===== config.mk =====
export PLATFORM = sky130hd
export DESIGN_NAME = xgmii_link_supervisor
export DESIGN_NICKNAME = d
export VERILOG_FILES = /design/src/rtl/xgmii_pkg.sv /design/src/rtl/xgmii_link_port.sv /design/src/rtl/xgmii_link_supervisor.sv
export SDC_FILE = /design/constraint.sdc
export NUM_CORES = 1
export LEC_CHECK = 0
export BUFFER_PORTS_ARGS = -buffer_cell sky130_fd_sc_hd__buf_4
export CAP_MARGIN = 20
export CORE_AREA = 4 4 357 359
export DETAILED_ROUTE_END_ITERATION = 10
export DIE_AREA = 0 0 361 363
export PLACE_DENSITY = 0.35
export SLEW_MARGIN = 15
export SYNTH_ARGS = -nofsm -noshare
export SYNTH_HDL_FRONTEND = slang
export SYNTH_HIERARCHICAL = 1
export SYNTH_SLANG_ARGS = --single-unit

===== constraint.sdc =====
create_clock -name sys_clk -period 11.09 [get_ports sys_clk]
set_clock_uncertainty 0.15 [all_clocks]
set_input_delay 0.5545 -clock sys_clk [delete_from_list [all_inputs] [get_ports sys_clk]]
set_output_delay 0.5545 -clock sys_clk [all_outputs]
set_load 0.02 [all_outputs]

===== src/rtl/xgmii_pkg.sv =====
// Shared XGMII constants, fault-state encoding and the
// column fault-sequence decoder used by the link supervisor.
package xgmii_pkg;

  localparam logic [7:0] XGMII_IDLE  = 8'h07;
  localparam logic [7:0] XGMII_START = 8'hFB;
  localparam logic [7:0] XGMII_TERM  = 8'hFD;
  localparam logic [7:0] XGMII_SEQ   = 8'h9C;
  localparam logic [7:0] LF          = 8'h01;
  localparam logic [7:0] RF          = 8'h02;

  localparam logic [63:0] IDLE_WORD = {8{XGMII_IDLE}};
  localparam logic [63:0] RF_WORD   = 64'h0200009C_0200009C;
  localparam logic [7:0]  RF_CTRL   = 8'h11;

  // LED blink toggles when this bit of the shared counter flips
  localparam int BLINK_BIT = 22;

  typedef enum logic [1:0] {
    FS_OK     = 2'b00,
    FS_LOCAL  = 2'b01,
    FS_REMOTE = 2'b10
  } fault_state_t;

  typedef enum logic [1:0] {
    TX_PASS = 2'b00,
    TX_IDLE = 2'b01,
    TX_RF   = 2'b10
  } tx_mode_t;

  // returns {remote, local} for one 4-lane column
  function automatic logic [1:0] col_fault(
    input logic [31:0] d,
    input logic [2:0]  c
  );
    logic hdr;
    hdr = (c == 3'b001) && (d[7:0] == XGMII_SEQ)
       && (d[23:8] == 16'h0000);
    return {hdr && (d[31:24] == RF),
            hdr && (d[31:24] == LF)};
  endfunction

endpackage


===== src/rtl/xgmii_link_port.sv =====
// One XGMII port: RX fault detection, link-fault FSM,
// block-lock debounce and frame-safe registered TX mux.
module xgmii_link_port
  import xgmii_pkg::*;
#(
  parameter int DEBOUNCE_CYC = 1024,
  parameter int FAULT_CNT    = 4,
  parameter int WINDOW_CYC   = 64
) (
  input  logic        clk,
  input  logic        rst,
  input  logic        lock,
  input  logic [63:0] rxd,
  input  logic [7:0]  rxc,
  input  logic [63:0] mac_txd,
  input  logic [7:0]  mac_txc,
  input  logic        port_enable,
  output logic [63:0] txd,
  output logic [7:0]  txc,
  output logic        link_up,
  output logic [1:0]  fault_state
);

  localparam int DW = $clog2(DEBOUNCE_CYC + 1);
  localparam int SW = $clog2(FAULT_CNT + 1);
  localparam int WW = $clog2(WINDOW_CYC + 1);

  localparam logic [DW-1:0] DB_MAX  = DW'(DEBOUNCE_CYC);
  localparam logic [SW-1:0] SEQ_MAX = SW'(FAULT_CNT);
  localparam logic [WW-1:0] WIN_MAX = WW'(WINDOW_CYC);

  fault_state_t  state, state_n;
  logic [SW-1:0] seq_cnt, seq_n;
  logic          last_rf, last_n;
  logic [WW-1:0] win_cnt, win_n;
  logic [DW-1:0] db_cnt;

  logic [1:0] f0, f1;
  logic [3:0] hit;
  logic       any_seq;
  logic       rxc_unused;

  tx_mode_t want, eff, cur_mode;
  logic     in_frame;
  logic     start, term;

  // ordered-set control lives on lane 0 of a column only
  assign rxc_unused = rxc[3] ^ rxc[7];

  assign f0 = col_fault(rxd[31:0],  rxc[2:0]);
  assign f1 = col_fault(rxd[63:32], rxc[6:4]);
  // locals first so a remote in the same word counts last
  assign hit     = {f1[1], f0[1], f1[0], f0[0]};
  assign any_seq = |hit;

  assign fault_state = state;

  // fault FSM and sequence/window counter registers
  always_ff @(posedge clk or posedge rst) begin
    if (rst) begin
      state   <= FS_OK;
      seq_cnt <= '0;
      last_rf <= 1'b0;
      win_cnt <= '0;
    end else begin
      state   <= state_n;
      seq_cnt <= seq_n;
      last_rf <= last_n;
      win_cnt <= win_n;
    end
  end

  // next state: walk the word's sequences, then the window
  always_comb begin
    state_n = state;
    seq_n   = seq_cnt;
    last_n  = last_rf;
    win_n   = win_cnt;
    for (int k = 0; k < 4; k++) begin
      if (hit[k]) begin
        if ((k >= 2) == last_n) begin
          if (seq_n != SEQ_MAX) seq_n = seq_n + SW'(1);
        end else begin
          seq_n  = SW'(1);
          last_n = (k >= 2);
        end
        if (seq_n == SEQ_MAX)
          state_n = last_n ? FS_REMOTE : FS_LOCAL;
      end
    end
    if (any_seq)
      win_n = '0;
    else if (win_cnt != WIN_MAX)
      win_n = win_cnt + WW'(1);
    if (win_n == WIN_MAX) begin
      seq_n   = '0;
      state_n = FS_OK;
    end
    if (!lock) state_n = FS_LOCAL;
  end

  // output decode: TX mode the current fault state asks for
  always_comb begin
    want = TX_IDLE;
    unique case (1'b1)
      (state == FS_LOCAL):  want = TX_RF;
      (state == FS_REMOTE): want = TX_IDLE;
      default: want = port_enable ? TX_PASS : TX_IDLE;
    endcase
  end

  // lock debounce and registered link_up
  always_ff @(posedge clk or posedge rst) begin
    if (rst) begin
      db_cnt  <= '0;
      link_up <= 1'b0;
    end else begin
      if (!lock)
        db_cnt <= '0;
      else if (db_cnt != DB_MAX)
        db_cnt <= db_cnt + DW'(1);
      link_up <= (db_cnt == DB_MAX) && (state == FS_OK);
    end
  end

  // frame delimiters on the MAC stream
  always_comb begin
    start = (mac_txc[0] && mac_txd[7:0] == XGMII_START)
         || (mac_txc[4] && mac_txd[39:32] == XGMII_START);
    term = 1'b0;
    for (int i = 0; i < 8; i++)
      if (mac_txc[i] && mac_txd[8*i +: 8] == XGMII_TERM)
        term = 1'b1;
  end

  // mode actually applied to this word, never cutting a frame
  always_comb begin
    eff = cur_mode;
    if (cur_mode == TX_PASS) begin
      if (want != TX_PASS && !in_frame) eff = want;
    end else if (want == TX_PASS) begin
      if (!start) eff = TX_PASS;
    end else begin
      eff = want;
    end
  end

  // registered TX word, applied mode and frame tracking
  always_ff @(posedge clk or posedge rst) begin
    if (rst) begin
      txd      <= IDLE_WORD;
      txc      <= 8'hFF;
      cur_mode <= TX_IDLE;
      in_frame <= 1'b0;
    end else begin
      cur_mode <= eff;
      if (start && !term)
        in_frame <= 1'b1;
      else if (term)
        in_frame <= 1'b0;
      unique case (1'b1)
        (eff == TX_PASS): begin
          txd <= mac_txd;
          txc <= mac_txc;
        end
        (eff == TX_RF): begin
          txd <= RF_WORD;
          txc <= RF_CTRL;
        end
        default: begin
          txd <= IDLE_WORD;
          txc <= 8'hFF;
        end
      endcase
    end
  end

endmodule


===== src/rtl/xgmii_link_supervisor.sv =====
// NPORTS independent XGMII link supervisors sharing one
// LED blink counter for fault indication.
module xgmii_link_supervisor
  import xgmii_pkg::*;
#(
  parameter int NPORTS       = 4,
  parameter int DEBOUNCE_CYC = 1024,
  parameter int FAULT_CNT    = 4,
  parameter int WINDOW_CYC   = 64
) (
  input  logic                  sys_clk,
  input  logic                  sys_rst,
  input  logic [8*NPORTS-1:0]   xphy_status,
  input  logic [64*NPORTS-1:0]  xgmii_rxd,
  input  logic [8*NPORTS-1:0]   xgmii_rxc,
  input  logic [64*NPORTS-1:0]  mac_txd,
  input  logic [8*NPORTS-1:0]   mac_txc,
  input  logic [NPORTS-1:0]     port_enable,
  output logic [64*NPORTS-1:0]  xgmii_txd,
  output logic [8*NPORTS-1:0]   xgmii_txc,
  output logic [NPORTS-1:0]     link_up,
  output logic [2*NPORTS-1:0]   fault_state,
  output logic [NPORTS-1:0]     led
);

  localparam int BW = BLINK_BIT + 1;

  logic [BW-1:0]         blink_cnt;
  logic                  blink;
  logic [7*NPORTS-1:0]   status_unused;

  assign blink = blink_cnt[BLINK_BIT];

  // free-running blink timebase shared by all ports
  always_ff @(posedge sys_clk or posedge sys_rst) begin
    if (sys_rst) blink_cnt <= '0;
    else         blink_cnt <= blink_cnt + BW'(1);
  end

  for (genvar i = 0; i < NPORTS; i++) begin : g_port
    assign status_unused[7*i +: 7] = xphy_status[8*i+1 +: 7];

    xgmii_link_port #(
      .DEBOUNCE_CYC (DEBOUNCE_CYC),
      .FAULT_CNT    (FAULT_CNT),
      .WINDOW_CYC   (WINDOW_CYC)
    ) u_port (
      .clk         (sys_clk),
      .rst         (sys_rst),
      .lock        (xphy_status[8*i]),
      .rxd         (xgmii_rxd[64*i +: 64]),
      .rxc         (xgmii_rxc[8*i +: 8]),
      .mac_txd     (mac_txd[64*i +: 64]),
      .mac_txc     (mac_txc[8*i +: 8]),
      .port_enable (port_enable[i]),
      .txd         (xgmii_txd[64*i +: 64]),
      .txc         (xgmii_txc[8*i +: 8]),
      .link_up     (link_up[i]),
      .fault_state (fault_state[2*i +: 2])
    );

    assign led[i] = (fault_state[2*i +: 2] != 2'b00)
                  ? blink : link_up[i];
  end

endmodule


==> flow_summary.toml <==
[logic_synthesis]
ys.flop_type = "dfrtp_1"
synth_largest_area_cell = "dfrtp_1"
synth.yosys.warnings = 6
netlist_area_um2 = 21600
synth_edf_count = 0
ys_ff_latch = 423
syn_nets = 2751
syn_area_per_cell_um2 = 10.4
async_reset_ff_frac = 1.00
ys_types = 108
netlist_instances = 2080
yosys-top-cells-area = "dfrtp_1, dfstp_2, and2_1, a21o_1, ha_1"
seq_area_frac_synth = 0.498
synth_top_area_frac = 0.337

[grt]
first_global_vias = 21500
grt_start_max_net_pins = 62
antenna_found_initial = 12
grt.total_usage = 0.143
grt_first_pass_wirelength_um = 142000
overflow = 0

[worst_setup_path]
crit_chain = "buf_4 -> nor4_1 -> nand4_2 -> nor4_4 -> a21oi_1 -> o22ai_1 -> inv_1 -> ha_1 -> o211ai_1 -> o21ai_0 -> inv_1 -> ha_1 -> o21ai_1 -> mux2_4 -> or2_1 -> ha_1 -> nand2b_1 -> nor3_1 -> o21a_1 -> nor3_1 -> o211a_1 -> o311a_1"
critPathCaptureType = "register"
cp.required_ps = 11460
crit_slowest_cell = "nor4_1"
startpoint_type = "input port"
crit_fanout = 9
path_class = "in2reg"
path_common_cell = "ha_1"
cpPeakStageDelay_ps = 780
crit_arrival_ps = 6070

[cells_and_area]
drive_gt1_frac = 0.380
final_area_um2 = 35100
syn2layout_area_growth_pct = 62.4
post-route-util = 0.283
layout_commonest_cell = "buf_4"
final_cell_mix = "buf_4, dfrtp_1, dlygate4sd3_1"
fill_cells = 13100
nNetsFinal = 3912

[floorplan]
core_area_um2 = 124000
std_cell_rows = 129
die_h_um = 363
initial_core_util = 0.174
die_w_um = 361
dieArea_um2 = 131000
pin_count = 918

[pwr]
power_density_nw_per_um2 = 114
p_clk_frac = 0.518
power.leakage_uw = 0.0167
swShare = 0.236
power_switching_uw = 941
p_seq_frac = 0.390
p_int_uw = 3050
peakVddDrop_mv = 0.110
power_frac_comb = 0.092
power_uw = 3990

[cts]
postCtsSetupBuffers = 0
hold_buffers = 278
htreeDepth = 2
clkSinkCount = 423
cts_max_path_buffers = 3
tritoncts = "done"
cts_buffers = 59
cts_root_buf = "clkbuf_16"
path_clk_slew_ps = 60
clock_latency_ps = 650
cts_resized = 0

[drt]
drt_pass1_iterations = 4
wl_per_cell_um = 20.0
drt_iter0_drc = 959
vias = 20300
via_per_inst = 4.11
ant_nets = 0
drc = 0
totalWireLength_um = 98700

[timing]
worst_pin_slew_ps = 1090
fmax_mhz = 176
finalWorstSetupSlack_ps = 5390
period_needed_ps = 5700
hold_viol_final = 0
setup-violations-final = 0
fin_crit_sh = 0.514
rsz0062_at_grt = "false"
setup_tns_ps = 0
slew_headroom = 0.269
slew_viol_final = 0

[placed_design]
post-place-ws_ps = 4770
place_congestion = 0.799
dp_hpwl_um = 78200
portBuffers = 881
placed_area_um2 = 30100

[flow_run]
cap_viol_max_count = 0

[min_path]
hp-class = "in2reg"

[outcome]
status = "finished clean"
## cell type report
cell class / instances / area (um^2) / area share
clock buffer: 92 / 1850 / 0.0529
sequential: 423 / 10800 / 0.307
antenna: 8 / 20.0 / 0.000571
clock inverter: 20 / 285 / 0.00814
multi-input combinational: 1460 / 10100 / 0.288
timing repair buffer: 1177 / 9530 / 0.272
tap: 1637 / 2050 / 0.0584
inverter: 120 / 460 / 0.0131
## routing by layer
metal  vias up  part of all wire  global-route usage
met2       589              0.49               0.247
met5         -           0.00014                   0
met1      9808              0.41               0.173
li1       9736                 -                   -
met3       134             0.064              0.0386
met4         2             0.032              0.0495
## critical path, delay by kind of cell
family,cells,cell delay (ps)
multiplexers,1,320
buffers and inverters,3,290
adder cells (fa/ha/maj),3,770
AO/OA/AOI/OAI,8,1400
AND/OR/NAND/NOR,7,2700
## power groups by stage
stage	Clock, uW	Combinational (uW)	Sequential [uW]
finish	2070	366	1560
global route	2220	398	1560
CTS	2170	372	1560
detailed placement	0	285	1580
global placement	0	286	1580
floorplan	0	61.3	1580
## cells in the mapped netlist, types with 55 or more instances
master,number
ha_1,57
dfstp_2,132
nor2_1,141
inv_1,115
nand2_1,98
a21oi_1,71
clkbuf_1,62
nand3_1,96
nor4_1,71
xnor2_1,59
and2_1,175
nand4_1,55
a21o_1,111
dfrtp_1,291
## flip-flops by register name, indices dropped and copies added (netlist names)
signal and flops:
g_port.u_port/fault_state 8, g_port.u_port/db_cnt 44, g_port.u_port/cur_mode 8, g_port.u_port/link_up 4
blink_cnt 23, g_port.u_port/seq_cnt 12, g_port.u_port/last_rf 4, g_port.u_port/txc 32
g_port.u_port/win_cnt 28, g_port.u_port/txd 256, g_port.u_port/in_frame 4
## kinds of logic (layout without fill, tap and decap cells)
group,Yosys count,count (layout),synth area share
xor+xnor,91,91,0.0369
simple gates,934,934,0.259
compound gates,341,341,0.115
other cells,0,8,0
mux,37,37,0.0200
buf+inv,197,1409,0.0378
fa+ha+maj,57,57,0.0330
flops,423,423,0.498
## per-stage QoR
| stage | instances | hold WS (ps) |
|---|---|---|
| after floorplan | 2080 | 292 |
| after CTS | 4929 | 3.17 |
| final | 4937 | 61.9 |
| after detailed placement | 4539 | 307 |
| after global placement | 4539 | 308 |
| after global routing | 4933 | 13.8 |
## path summary, 6_finish.rpt
path,startpoint,to,slack [ps],depth (start not counted)
min in group asynchronous,sys_rst,g_port[2].u_port/db_cnt[10],570,3
worst max-delay path,xgmii_rxd[144],g_port[2].u_port/fault_state[1],5390,22
max in group asynchronous,sys_rst,g_port[3].u_port/txd[28],8970,4
worst max register to register,g_port[0].u_port/seq_cnt[0],g_port[0].u_port/fault_state[0],5810,21
worst min-delay path,mac_txd[195],g_port[3].u_port/txd[3],60,3
worst min register to register,blink_cnt[20],blink_cnt[20],320,1
Note: power is estimated with default switching activity, not from simulation.
